<file path="src/rtl/id_ex_stage.sv">
// ID/EX pipeline register sitting between instruction decode and the ALU.
// Captures one decoded instruction per cycle. Operands are resolved by
// forwarding from EX, MEM and WB at capture time. A one-cycle bubble is
// inserted when the instruction being decoded needs a load still held here.
// Downstream backpressure (ex_ready) freezes the slot, and a branch flush
// kills both the held instruction and the one being decoded.
module id_ex_stage #(
  parameter int XLEN    = 32,
  parameter int RADDR_W = 5
) (
  input  logic               clk,
  input  logic               reset,
  input  logic               flush,

  // decode side
  input  logic               id_valid,
  output logic               id_ready,
  input  logic [4:0]         id_alu_function,
  input  logic [RADDR_W-1:0] id_rs1_addr,
  input  logic [RADDR_W-1:0] id_rs2_addr,
  input  logic [XLEN-1:0]    id_rs1_data,
  input  logic [XLEN-1:0]    id_rs2_data,
  input  logic [XLEN-1:0]    id_imm,
  input  logic [XLEN-1:0]    id_pc,
  input  logic               id_use_imm,
  input  logic               id_use_pc,
  input  logic [RADDR_W-1:0] id_rd_addr,
  input  logic               id_reg_write,
  input  logic               id_mem_read,

  // forwarding sources
  input  logic [XLEN-1:0]    ex_result,
  input  logic [RADDR_W-1:0] mem_rd_addr,
  input  logic               mem_reg_write,
  input  logic [XLEN-1:0]    mem_result,
  input  logic [RADDR_W-1:0] wb_rd_addr,
  input  logic               wb_reg_write,
  input  logic [XLEN-1:0]    wb_result,

  // ALU side
  input  logic               ex_ready,
  output logic               ex_valid,
  output logic [4:0]         alu_function,
  output logic [XLEN-1:0]    operand_a,
  output logic [XLEN-1:0]    operand_b,
  output logic [XLEN-1:0]    ex_store_data,
  output logic [RADDR_W-1:0] ex_rd_addr,
  output logic               ex_reg_write,
  output logic               ex_mem_read
);

  // Slot occupancy; the slot holds either nothing/a bubble or one instruction.
  localparam logic [0:0] EMPTY = 1'b0;
  localparam logic [0:0] FULL  = 1'b1;

  logic [0:0] state;

  logic              advance;
  logic              load_use;
  logic              capture;
  logic              ex_fwd_ok;
  logic              rs1_nonzero;
  logic              rs2_nonzero;
  logic              ex_hit_rs1;
  logic              ex_hit_rs2;
  logic              mem_hit_rs1;
  logic              mem_hit_rs2;
  logic              wb_hit_rs1;
  logic              wb_hit_rs2;
  logic [XLEN-1:0]   fwd_rs1;
  logic [XLEN-1:0]   fwd_rs2;
  logic [XLEN-1:0]   operand_a_next;
  logic [XLEN-1:0]   operand_b_next;

  assign ex_valid = (state == FULL);

  // The slot can take a new entry when it is empty or its occupant leaves.
  assign advance = !ex_valid || ex_ready;

  // A load held here cannot supply its data until MEM, so a dependent
  // instruction must wait one cycle. rs2 only matters when it is not
  // replaced by the immediate.
  assign load_use = ex_valid && ex_mem_read && ex_reg_write &&
                    (ex_rd_addr != '0) &&
                    ((ex_rd_addr == id_rs1_addr) ||
                     ((ex_rd_addr == id_rs2_addr) && !id_use_imm));

  assign id_ready = advance && !load_use && !flush;
  assign capture  = id_valid && id_ready;

  // A held load has no result yet, so EX only forwards ALU producers.
  assign ex_fwd_ok   = ex_valid && ex_reg_write && !ex_mem_read;
  assign rs1_nonzero = (id_rs1_addr != '0);
  assign rs2_nonzero = (id_rs2_addr != '0);

  assign ex_hit_rs1  = ex_fwd_ok     && (ex_rd_addr  == id_rs1_addr) && rs1_nonzero;
  assign ex_hit_rs2  = ex_fwd_ok     && (ex_rd_addr  == id_rs2_addr) && rs2_nonzero;
  assign mem_hit_rs1 = mem_reg_write && (mem_rd_addr == id_rs1_addr) && rs1_nonzero;
  assign mem_hit_rs2 = mem_reg_write && (mem_rd_addr == id_rs2_addr) && rs2_nonzero;
  assign wb_hit_rs1  = wb_reg_write  && (wb_rd_addr  == id_rs1_addr) && rs1_nonzero;
  assign wb_hit_rs2  = wb_reg_write  && (wb_rd_addr  == id_rs2_addr) && rs2_nonzero;

  // Resolve rs1: the youngest producer wins, the register file is the fallback.
  always_comb begin
    // NOTE: assigning a default first gives every path a value, so no latch is inferred.
    fwd_rs1 = id_rs1_data;
    if (ex_hit_rs1) begin
      fwd_rs1 = ex_result;
    end else if (mem_hit_rs1) begin
      fwd_rs1 = mem_result;
    end else if (wb_hit_rs1) begin
      fwd_rs1 = wb_result;
    end
  end

  // Resolve rs2 with the same priority; also feeds store data.
  always_comb begin
    fwd_rs2 = id_rs2_data;
    if (ex_hit_rs2) begin
      fwd_rs2 = ex_result;
    end else if (mem_hit_rs2) begin
      fwd_rs2 = mem_result;
    end else if (wb_hit_rs2) begin
      fwd_rs2 = wb_result;
    end
  end

  // Final ALU operand selection between forwarded registers, PC and immediate.
  always_comb begin
    operand_a_next = id_use_pc  ? id_pc  : fwd_rs1;
    operand_b_next = id_use_imm ? id_imm : fwd_rs2;
  end

  // Pipeline register: reset, then flush, then capture/bubble on advance, else hold.
  always_ff @(posedge clk) begin
    // NOTE: sequential state uses non-blocking assignments so every register samples pre-edge values.
    if (reset) begin
      state         <= EMPTY;
      alu_function  <= '0;
      operand_a     <= '0;
      operand_b     <= '0;
      ex_store_data <= '0;
      ex_rd_addr    <= '0;
      ex_reg_write  <= 1'b0;
      ex_mem_read   <= 1'b0;
    end else if (flush) begin
      state         <= EMPTY;
      alu_function  <= '0;
      ex_reg_write  <= 1'b0;
      ex_mem_read   <= 1'b0;
    end else if (advance) begin
      if (capture) begin
        state         <= FULL;
        alu_function  <= id_alu_function;
        operand_a     <= operand_a_next;
        operand_b     <= operand_b_next;
        ex_store_data <= fwd_rs2;
        ex_rd_addr    <= id_rd_addr;
        ex_reg_write  <= id_reg_write;
        ex_mem_read   <= id_mem_read;
      end else begin
        // Nothing accepted: present a bubble that cannot write or load.
        state         <= EMPTY;
        alu_function  <= '0;
        ex_reg_write  <= 1'b0;
        ex_mem_read   <= 1'b0;
      end
    end
  end

endmodule

</file>
<file path="config.mk">
export PLATFORM = sky130hd
export DESIGN_NAME = id_ex_stage
export DESIGN_NICKNAME = d
export VERILOG_FILES = /design/src/rtl/id_ex_stage.sv
export SDC_FILE = /design/constraint.sdc
export NUM_CORES = 1
export LEC_CHECK = 0
export ABC_AREA = 0
export CAP_MARGIN = 20
export CORE_ASPECT_RATIO = 0.6
export CORE_MARGIN = 5
export CORE_UTILIZATION = 45
export DETAILED_ROUTE_END_ITERATION = 10
export PLACE_DENSITY = 0.9
export RECOVER_POWER = 100
export SLEW_MARGIN = 0
export SYNTH_ARGS = -nofsm -noshare
export SYNTH_HDL_FRONTEND = slang
export SYNTH_SLANG_ARGS = --single-unit
export TNS_END_PERCENT = 5
</file>
<file path="constraint.sdc">
create_clock -name clk -period 3.8 [get_ports clk]
set_input_delay 0.76 -clock clk [delete_from_list [all_inputs] [get_ports clk]]
set_output_delay 0.76 -clock clk [all_outputs]
set_load 0.02 [all_outputs]
</file>
-- Word level (Yosys, flattened, before mapping)
Cells that the tools add are included.
- register bits after elaboration: 109
- input port bits: 265
- reduce and logical (&&, ||, !) cells: 34
- bitwise operators: 1
- muxes and demuxes: 12
- eq/ne operators: 6
- operators with widths (operator ; number):
    $mux W32 ; 8
    $eq A5 B5 Y1 ; 6
    $logic_and A1 B1 Y1 ; 22
    $reduce_bool A5 Y1 ; 3
    $logic_not A1 Y1 ; 5
    $mux W5 ; 1
    $mux W1 ; 3
    $reduce_and A3 Y1 ; 1
    $logic_or A1 B1 Y1 ; 2
    $reduce_or A2 Y1 ; 1
    $not A1 Y1 ; 1

-- Longest topological paths before layout
Gate-level depths: netlist of the first run.
- depth after elaboration: 9
- depth in mapped cells: 9
- depth with buffers taken out: 6

-- Worst setup path after synthesis of the first run
No wires, ideal clock.
- path type: input port to output port
- start point: in id_rs2_addr[1]
- end point: out id_ready
- required time: 3.040 ns
- buffers on the path: 1
- setup slack: 1.072 ns
- cell stages on the path: 6
- arrival: 1.968 ns
- path through: clkbuf_1 -> xnor2_1 -> nand4_1 -> or3b_2 -> o21ai_0 -> a21oi_1
- longest elaborated chain between the ends: 7
- RTL lines (element ; RTL line ; source):
    start: declaration ; 20 ; input logic [RADDR_W-1:0] id_rs2_addr,
    $eq A5 B5 Y1 ; 86 ; ((ex_rd_addr == id_rs2_addr) && !id_use_imm));
    $logic_and A1 B1 Y1 ; 86 ;
    $logic_or A1 B1 Y1 ; 85 ; ((ex_rd_addr == id_rs1_addr) ||
    $logic_and A1 B1 Y1 ; 84 ; (ex_rd_addr != '0) &&
    $logic_not A1 Y1 ; 88 ; assign id_ready = advance && !load_use && !flush;
    $logic_and A1 B1 Y1 (2 in a row) ; 88 ;
    end: declaration ; 17 ; output logic id_ready,
Every way passes these cells.

-- Final worst setup path of the first run
- start point: in id_rs2_addr[2]
- end point: out id_ready
The elaborated chain is that of the path after synthesis.

==> results.toml, run 1 <==
[timing]
relSlewSlack = 0.392
hold_viol_final = 0
tightest_slew_ns = 0.912
skew_ns = 0.00993
period_share = 0.942
finalSetupViolCount = 0
slew_viol_final = 0
finalCriticalPeriod_ns = 3.58
fmax_mhz = 279
final.setup.tns_ns = 0
rsz0062_at_grt = "no"

[setup_path]
worstSetupPathType = "in -> out"
cpMostUsedCell = "clkdlybuf4s50_1"
crit_slowest_cell = "clkdlybuf4s50_1"
path_cells = "clkdlybuf4s50_1, xnor2_1, nand4_1, or3b_2, o21ai_0, a21oi_1, clkdlybuf4s50_1"
max_stage_delay_ns = 0.56
worstSetupEndpointType = "primary output"
critPathRequiredTime_ns = 3.04
cp_max_fo = 2
critPathLaunch = "id_rs2_addr[2]"
cp-start-kind = "input pin"
r2r_start = "ex_rd_addr[4]"
rr_worst_depth = 8
cp.arrival_ns = 2.82

[routing]
drtPass1Iterations = 5
final_antenna_net_count = 0
finalWirelength_um = 34700
avgRoutedWirePerCell_um = 22.8
vias = 9576
drtIter0Drc = 1233
drc = 0
post_drt_via_cell_ratio = 6.28

[logic_synthesis]
synthMuxAreaShare = 0.0412
netlist_area_um2 = 7770
yosysSeqAreaShare = 0.281
ys_ff_latch = 109
synthesis.instances = 969
yosys.area_share.xor_xnor = 0.0304
synth_warnings = 0
synthSimpleGateAreaFrac = 0.186
syn-mean-instance-area_um2 = 8.02
syn_nets = 1234
synth_top_family_by_area = "compound AO/OA/AOI/OAI gates"
yosysUniqueCellTypes = 49
synth_fa_ha_area_frac = 0
synth_compound_area_frac = 0.379

[power_and_ir_drop]
p_per_area_nw_per_um2 = 288
combPwrFrac = 0.346
leakage_nw = 4.67
p_switching_mw = 1.11
p_clk_frac = 0.271
vdd_ir_drop_max_uv = 178
power.total_mw = 3.39
switching_share = 0.328
seqPwrFrac = 0.383
p_int_mw = 2.28

[global_route]
grt_max_degree = 67
grt_use_met2 = 0.523
grt_use_total = 0.325
grt_busiest_layer = "met2"
grt.overflow.total = 0
antenna_found_initial = 3
grt_util_met3 = 0.0872
grt_pass1_wl_um = 53100
met1_usage = 0.417
grt_pass1_vias = 9440

[cts]
cts_max_level = 3
cts_root_buf = "clkbuf_16"
clock_latency_ns = 0.34
numClockSinks = 109
clkSlewWorstSetupHoldPaths_ns = 0.07
clockBufferDepth = 2
cts_tree = "built"
cts_made_buffers = 9

[die]
start_util = 0.456
die_h_um = 112
die_x_um = 180
ioPinCount = 375
fp-row-count = 37
dieArea_um2 = 20100
coreArea_um2 = 17000

[flow_run]
cap_violations = 0

[hold_path]
min_path_cells = 2
min_path_type = "reg -> reg"
min-delay-start = "operand_b[7]"

[finish]
nNetsFinal = 1550
antenna_cells = 0
most-common-layout-cells = "clkdlybuf4s50_1, dlygate4sd3_1, dfxtp_1"
layout.cells.most_common = "clkdlybuf4s50_1"
area_delta_synth_final_pct = 51.5
drive_above_1_share = 0.0744

[placement]
dp_hpwl_um = 25100
gp_congestion = 0.918
io_buffers = 374

[outcome]
status = "completed"
==> Yosys cell counts, drive strengths merged <==
cell	number	area, um2
a211oi	2	25.0
a21bo	1	10.0
a21o	27	203
a21oi	47	239
a221o	32	320
a221oi	32	349
a22oi	7	52.6
a31oi	26	163
and2	2	12.5
and3	32	200
and3b	1	8.76
buf	41	246
clkbuf	70	265
dfxtp	109	2180
inv	34	128
mux2i	32	320
nand2	54	203
nand3	67	335
nand4	3	33.8
nor2	47	176
nor2b	33	206
nor3	36	190
nor3b	1	7.51
nor4	1	6.26
o211a	2	20.0
o211ai	33	253
o21ai	92	460
o221a	6	67.6
o31a	32	280
o41ai	32	505
or2	3	18.8
or3	2	12.5
or3b	1	8.76
or4	2	22.5
xnor2	20	175
xor2	7	61.3
==> worst paths after layout <==
| path | end | slack, ns |
|---|---|---|
| max | id_ready | 0.22 |
| max reg2reg | operand_a[19] | 0.94 |
| min reg2reg | operand_b[7] | 0.47 |
| min | operand_b[7] | 0.47 |
==> power by group through the flow <==
stage          Sequential, mW  Clock, mW  Combinational [mW]
3_3_place_gp             1.33          0                1.21
5_1_grt                  1.31      0.974                1.24
2_1_floorplan            1.44          0               0.444
3_5_place_dp             1.33          0                1.23
6_report                 1.30      0.920                1.17
4_1_cts                  1.30      0.931                1.23
==> layer usage <==
metal	vias up	wire length [um]	part of all wire
li1	4286	-	-
met1	4418	13600	0.39
met2	743	15600	0.45
met3	123	4090	0.12
met4	6	1470	0.042
met5	-	47	0.0014
==> cells by family (layout without fill, tap and decap cells) <==
| logic type | Yosys count | count (layout) |
|---|---|---|
| compound gates | 371 | 371 |
| simple gates | 285 | 285 |
| buf+inv | 145 | 466 |
| flops | 109 | 109 |
| mux | 32 | 32 |
| xor+xnor | 27 | 27 |
==> worst max-delay path: cells and delay by family <==
| kind | cells | cell delay [ns] |
|---|---|---|
| buffers and inverters | 2 | 1.09 |
| AND/OR/NAND/NOR | 2 | 0.64 |
| AO/OA/AOI/OAI | 2 | 0.18 |
| XOR/XNOR | 1 | 0.14 |
==> per-stage QoR <==
stage	cells	util	area, um2	hold slack [ns]	worst slack, ns
after CTS	1523	0.706	12000	0.460	0.104
after floorplan	969	-	7770	0.538	1.07
final	1524	0.691	11800	0.466	0.222
after global routing	1524	0.691	11800	0.495	0.0696
after global placement	1506	0.688	11700	0.446	0.186
after detailed placement	1507	0.690	11800	0.452	0.122
==> final cells by class <==
class                           count  area [um2]
Inverter                           34         130
Clock buffer                       10         229
Multi-Input combinational cell    715        4780
Clock inverter                      6        46.3
Tap cell                          234         293
Timing Repair Buffer              416        4110
Sequential cell                   109        2180
Fill cell                        1407        5270
==> registers in the layout, indices dropped and copies added, names as in the netlist <==
register / flops
ex_store_data: 32
ex_valid: 1
ex_reg_write: 1
alu_function: 5
ex_mem_read: 1
operand_b: 32
operand_a: 32
ex_rd_addr: 5
==> timing repair <==
| item | in CTS | in global routing |
|---|---|---|
| buffers inserted | 0 | 1 |
| gates resized for setup | 0 | 0 |
| hold buffers | 0 | 0 |
| endpoints found under the setup margin | 0 | 1 |
Note: power is estimated with default switching activity, not from simulation.
==> run 2: changes to the inputs <==
Settings changed: MAX_ROUTING_LAYER set to met4.
==> run 2 against run 1 <==
  * Sequential share of layout area about the same
  * Die area unchanged
  * Sequential cell count unchanged
  * Sequential power about the same
  * Clock skew up 0.0017 ns
  * Design area about the same
  * Largest cell class unchanged
==> results.toml, run 2 (same netlist as run 1, synthesis figures left out) <==
[outcome]
status = "completed"

[placement]
io_buffers = 374
placed_cell_area_um2 = 11700
gp_congestion = 0.971
dp_hpwl_um = 25500

[global_route]
grt.overflow.total = 0
grt_pass1_vias = 9550
grt_pass1_wl_um = 53900
antenna_found_initial = 2
grt_max_degree = 74
grt_use_total = 0.341

[power_and_ir_drop]
p_int_mw = 2.30
seqPwrFrac = 0.381
p_per_area_nw_per_um2 = 290
combPwrFrac = 0.343
switching_share = 0.328
vdd_ir_drop_max_uv = 253
p_clk_frac = 0.276
p_switching_mw = 1.12
leakage_nw = 4.65

[cts]
cts_setup_buffers = 0
clkSlewWorstSetupHoldPaths_ns = 0.07
cts_root_buf = "clkbuf_16"
numClockSinks = 109
cts_tree = "built"
cts_hold_buf = 0
cts_made_buffers = 9
clockBufferDepth = 2
postCtsResizedCells = 0
cts_max_level = 3
clock_latency_ns = 0.35

[timing]
fmax_mhz = 274
tightest_slew_ns = 1.24
final.setup.tns_ns = 0
hold_viol_final = 0
relSlewSlack = 0.169
finalSetupViolCount = 0
skew_ns = 0.0116
period_share = 0.960
slew_viol_final = 0
finalCriticalPeriod_ns = 3.65
rsz0062_at_grt = "no"

[setup_path]
crit_slowest_cell = "clkdlybuf4s50_1"
path_cells = "clkdlybuf4s50_1, xnor2_1, nand4_1, or3b_2, o21ai_0, a21oi_1, clkdlybuf4s50_1"
max_stage_delay_ns = 0.55
cp_max_fo = 3
cpMostUsedCell = "clkdlybuf4s50_1"
critPathRequiredTime_ns = 3.04
worstSetupPathType = "in -> out"
cp.arrival_ns = 2.89
worstSetupEndpointType = "primary output"
cp-start-kind = "input pin"

[die]
ioPinCount = 375
die_h_um = 112
fp-row-count = 37
start_util = 0.456
die_x_um = 180
dieArea_um2 = 20100
coreArea_um2 = 17000

[finish]
area_delta_synth_final_pct = 51.6
drive_above_1_share = 0.0768
layout.cells.most_common = "clkdlybuf4s50_1"
most-common-layout-cells = "clkdlybuf4s50_1, dlygate4sd3_1, dfxtp_1"
fillers = 1390
final_util = 0.691
biggestRegsByFlops = "ex_store_data (32), operand_a (32), operand_b (32)"
ff_latch_area_um2 = 2180
nNetsFinal = 1550
stdcell_area_um2 = 11800
multiInputGateArea_um2 = 4810

[routing]
drc = 0
drtPass1Iterations = 6
post_drt_via_cell_ratio = 6.27
final_antenna_net_count = 0
avgRoutedWirePerCell_um = 23.1
vias = 9560
finalWirelength_um = 35300
drtIter0Drc = 1264

[hold_path]
min_path_type = "reg -> reg"

[flow_run]
cap_violations = 0
[run 2: cell count changes in the layout (fill, tap and decap cells not counted), sizes merged]
cell | before | now
clkinvlp | 2 | 0
diode | 0 | 2
inv | 36 | 37
clkbuf | 16 | 18
buf | 39 | 37
[run 2: layout make-up]
cell class | count | area share
antenna | 2 | 0.000425
clock buffer | 10 | 0.0203
clock inverter | 5 | 0.00361
inverter | 34 | 0.0111
multi-input combinational | 715 | 0.408
sequential | 109 | 0.185
tap | 234 | 0.0249
timing repair buffer | 416 | 0.346
[run 2: per-layer routing]
| metal | track usage | routed length (um) | vias up |
|---|---|---|---|
| li1 | - | - | 4288 |
| met2 | 0.543 | 16200 | 684 |
| met4 | 0.122 | 1330 | 0 |
| met3 | 0.0859 | 3780 | 106 |
| met5 | - | 0 | - |
| met1 | 0.423 | 13900 | 4482 |
[run 2: critical path: cells and delay by family]
kind	cells	cell delay [ns]
buffers and inverters	2	1.07
AND/OR/NAND/NOR	2	0.72
AO/OA/AOI/OAI	2	0.19
XOR/XNOR	1	0.14
[run 2: worst paths after layout]
check	startpoint	to	slack [ns]	cells past startpoint
worst max register to register	ex_rd_addr[3]	operand_a[12]	0.79	8
worst max-delay path	id_rs2_addr[4]	id_ready	0.15	7
worst min register to register	operand_a[3]	operand_a[3]	0.47	2
worst min-delay path	operand_a[3]	operand_a[3]	0.47	2
[run 2: power groups by stage]
stage / sequential (mW) / clock (mW) / combinational [mW]
CTS: 1.30 / 0.959 / 1.23
floorplan: 1.44 / 0 / 0.444
finish: 1.30 / 0.943 / 1.17
global route: 1.31 / 0.997 / 1.24
global placement: 1.32 / 0 / 1.21
detailed placement: 1.33 / 0 / 1.22
[run 2: per-stage QoR]
| step | power (mW) | setup slack, ns | hold WS [ns] | std cells |
|---|---|---|---|---|
| finish | 3.42 | 0.150 | 0.469 | 1525 |
| global route | 3.55 | 0.0458 | 0.485 | 1525 |
| CTS | 3.49 | 0.158 | 0.460 | 1523 |
| detailed placement | 2.55 | 0.120 | 0.450 | 1508 |
| global placement | 2.53 | 0.141 | 0.446 | 1507 |
| floorplan | 1.88 | 1.07 | 0.538 | 969 |
==> run 3: changes to the inputs <==
Settings changed: CORE_MARGIN 5 to 2, PLACE_DENSITY 0.9 to 0.85.
==> run 3 against run 2 <==
  * Global-route usage grew 2.5 points
  * Clock power up 3.5%
  * Clock skew grew 0.00059 ns
  * Non-clock buffer count is 3 lower
  * Largest power group unchanged
  * Highest routed layer unchanged
==> results.toml, run 3 (same netlist as run 1, synthesis figures left out) <==
[global_route]
grt_util_met3 = 0.0808
grt_max_degree = 77
grt_use_total = 0.366
grt_use_met2 = 0.571
antenna_found_initial = 1
grt.overflow.total = 0
grt_pass1_wl_um = 51600
grt_busiest_layer = "met2"
met1_usage = 0.459
grt_pass1_vias = 9180

[finish]
drive_above_1_share = 0.0730
nNetsFinal = 1547
area_delta_synth_final_pct = 51.2
most-common-layout-cells = "clkdlybuf4s50_1, dlygate4sd3_1, dfxtp_1"
multiInputGateArea_um2 = 4800
final_util = 0.689
layout.cells.most_common = "clkdlybuf4s50_1"
fillers = 1450
biggestRegsByFlops = "ex_store_data (32), operand_a (32), operand_b (32)"
ff_latch_area_um2 = 2180
stdcell_area_um2 = 11700

[setup_path]
cp-start-kind = "input pin"
worstSetupEndpointType = "primary output"
cp.arrival_ns = 2.90
worstSetupPathType = "in -> out"
path_cells = "clkdlybuf4s50_1, xnor2_1, nand4_1, or3b_2, o21ai_0, a21oi_1, clkdlybuf4s50_1"
crit_slowest_cell = "clkdlybuf4s50_1"
cp_max_fo = 4
critPathRequiredTime_ns = 3.04
cpMostUsedCell = "clkdlybuf4s50_1"
max_stage_delay_ns = 0.58

[cts]
cts_root_buf = "clkbuf_16"
postCtsResizedCells = 0
clockBufferDepth = 2
clkSlewWorstSetupHoldPaths_ns = 0.08
cts_max_level = 3
cts_setup_buffers = 0
numClockSinks = 109
cts_made_buffers = 9
clock_latency_ns = 0.35
cts_tree = "built"
cts_hold_buf = 0

[timing]
skew_ns = 0.0122
fmax_mhz = 274
finalCriticalPeriod_ns = 3.66
rsz0062_at_grt = "no"
finalSetupViolCount = 0
tightest_slew_ns = 1.19
hold_viol_final = 0
slew_viol_final = 0
period_share = 0.962
final.setup.tns_ns = 0
relSlewSlack = 0.208

[placement]
gp_congestion = 0.919
dp_hpwl_um = 23600
placed_cell_area_um2 = 11700
io_buffers = 374

[routing]
vias = 9616
finalWirelength_um = 34000
final_antenna_net_count = 0
drtPass1Iterations = 6
post_drt_via_cell_ratio = 6.32
avgRoutedWirePerCell_um = 22.3
drc = 0
drtIter0Drc = 1026

[die]
die_x_um = 174
die_h_um = 106
coreArea_um2 = 17000
ioPinCount = 375
dieArea_um2 = 18400
fp-row-count = 37
start_util = 0.456

[outcome]
status = "completed"

[power_and_ir_drop]
leakage_nw = 4.68
vdd_ir_drop_max_uv = 215
p_per_area_nw_per_um2 = 294

[hold_path]
min_path_type = "reg -> reg"

[flow_run]
cap_violations = 0
[run 3: changes by cell type in the layout (fill, tap and decap cells not counted), sizes merged]
cell,before,now
buf,37,34
clkinvlp,0,2
clkdlybuf4s50,260,261
clkinv,2,1
diode,2,1
dlygate4sd3,111,110
[run 3: layer usage]
metal | vias to the layer above | share of wire
li1 | 4279 | -
met1 | 4491 | 0.40
met2 | 700 | 0.45
met3 | 146 | 0.11
met4 | 0 | 0.047
met5 | - | 0
[run 3: cell type report]
| class | count | area share |
|---|---|---|
| antenna | 1 | 0.000213 |
| inverter | 34 | 0.0111 |
| timing repair buffer | 413 | 0.344 |
| multi-input combinational | 715 | 0.409 |
| sequential | 109 | 0.186 |
| clock buffer | 10 | 0.0204 |
| tap | 234 | 0.0249 |
| clock inverter | 6 | 0.00469 |
[run 3: per-stage QoR]
stage,power [mW],hold slack [ns],setup WS (ns),cells
after floorplan,1.88,0.538,1.07,969
after global placement,2.54,0.446,0.143,1505
after detailed placement,2.55,0.451,0.145,1505
after CTS,3.51,0.463,0.132,1521
after global routing,3.57,0.481,0.0603,1522
final,3.45,0.456,0.145,1522
[run 3: worst paths after layout]
check                  from                end  slack (ns)  cells past startpoint
max          id_rs2_addr[2]           id_ready        0.14                      7
min            operand_b[7]       operand_b[7]        0.46                      2
max reg2reg        ex_valid  ex_store_data[14]        0.74                      7
min reg2reg    operand_b[7]       operand_b[7]        0.46                      2
[run 3: report_power, final]
part | internal [mW] | switching (mW)
sequential | 1.24 | 0.0563
combinational | 0.585 | 0.590
clock | 0.478 | 0.498
[run 3: critical path, delay by kind of cell]
family                    cells  cell delay [ns]
AOI/OAI and AO/OA             2             0.20
buffers and inverters         2             1.12
and+or+nand+nor               2             0.67
xor gates and xnor gates      1             0.14
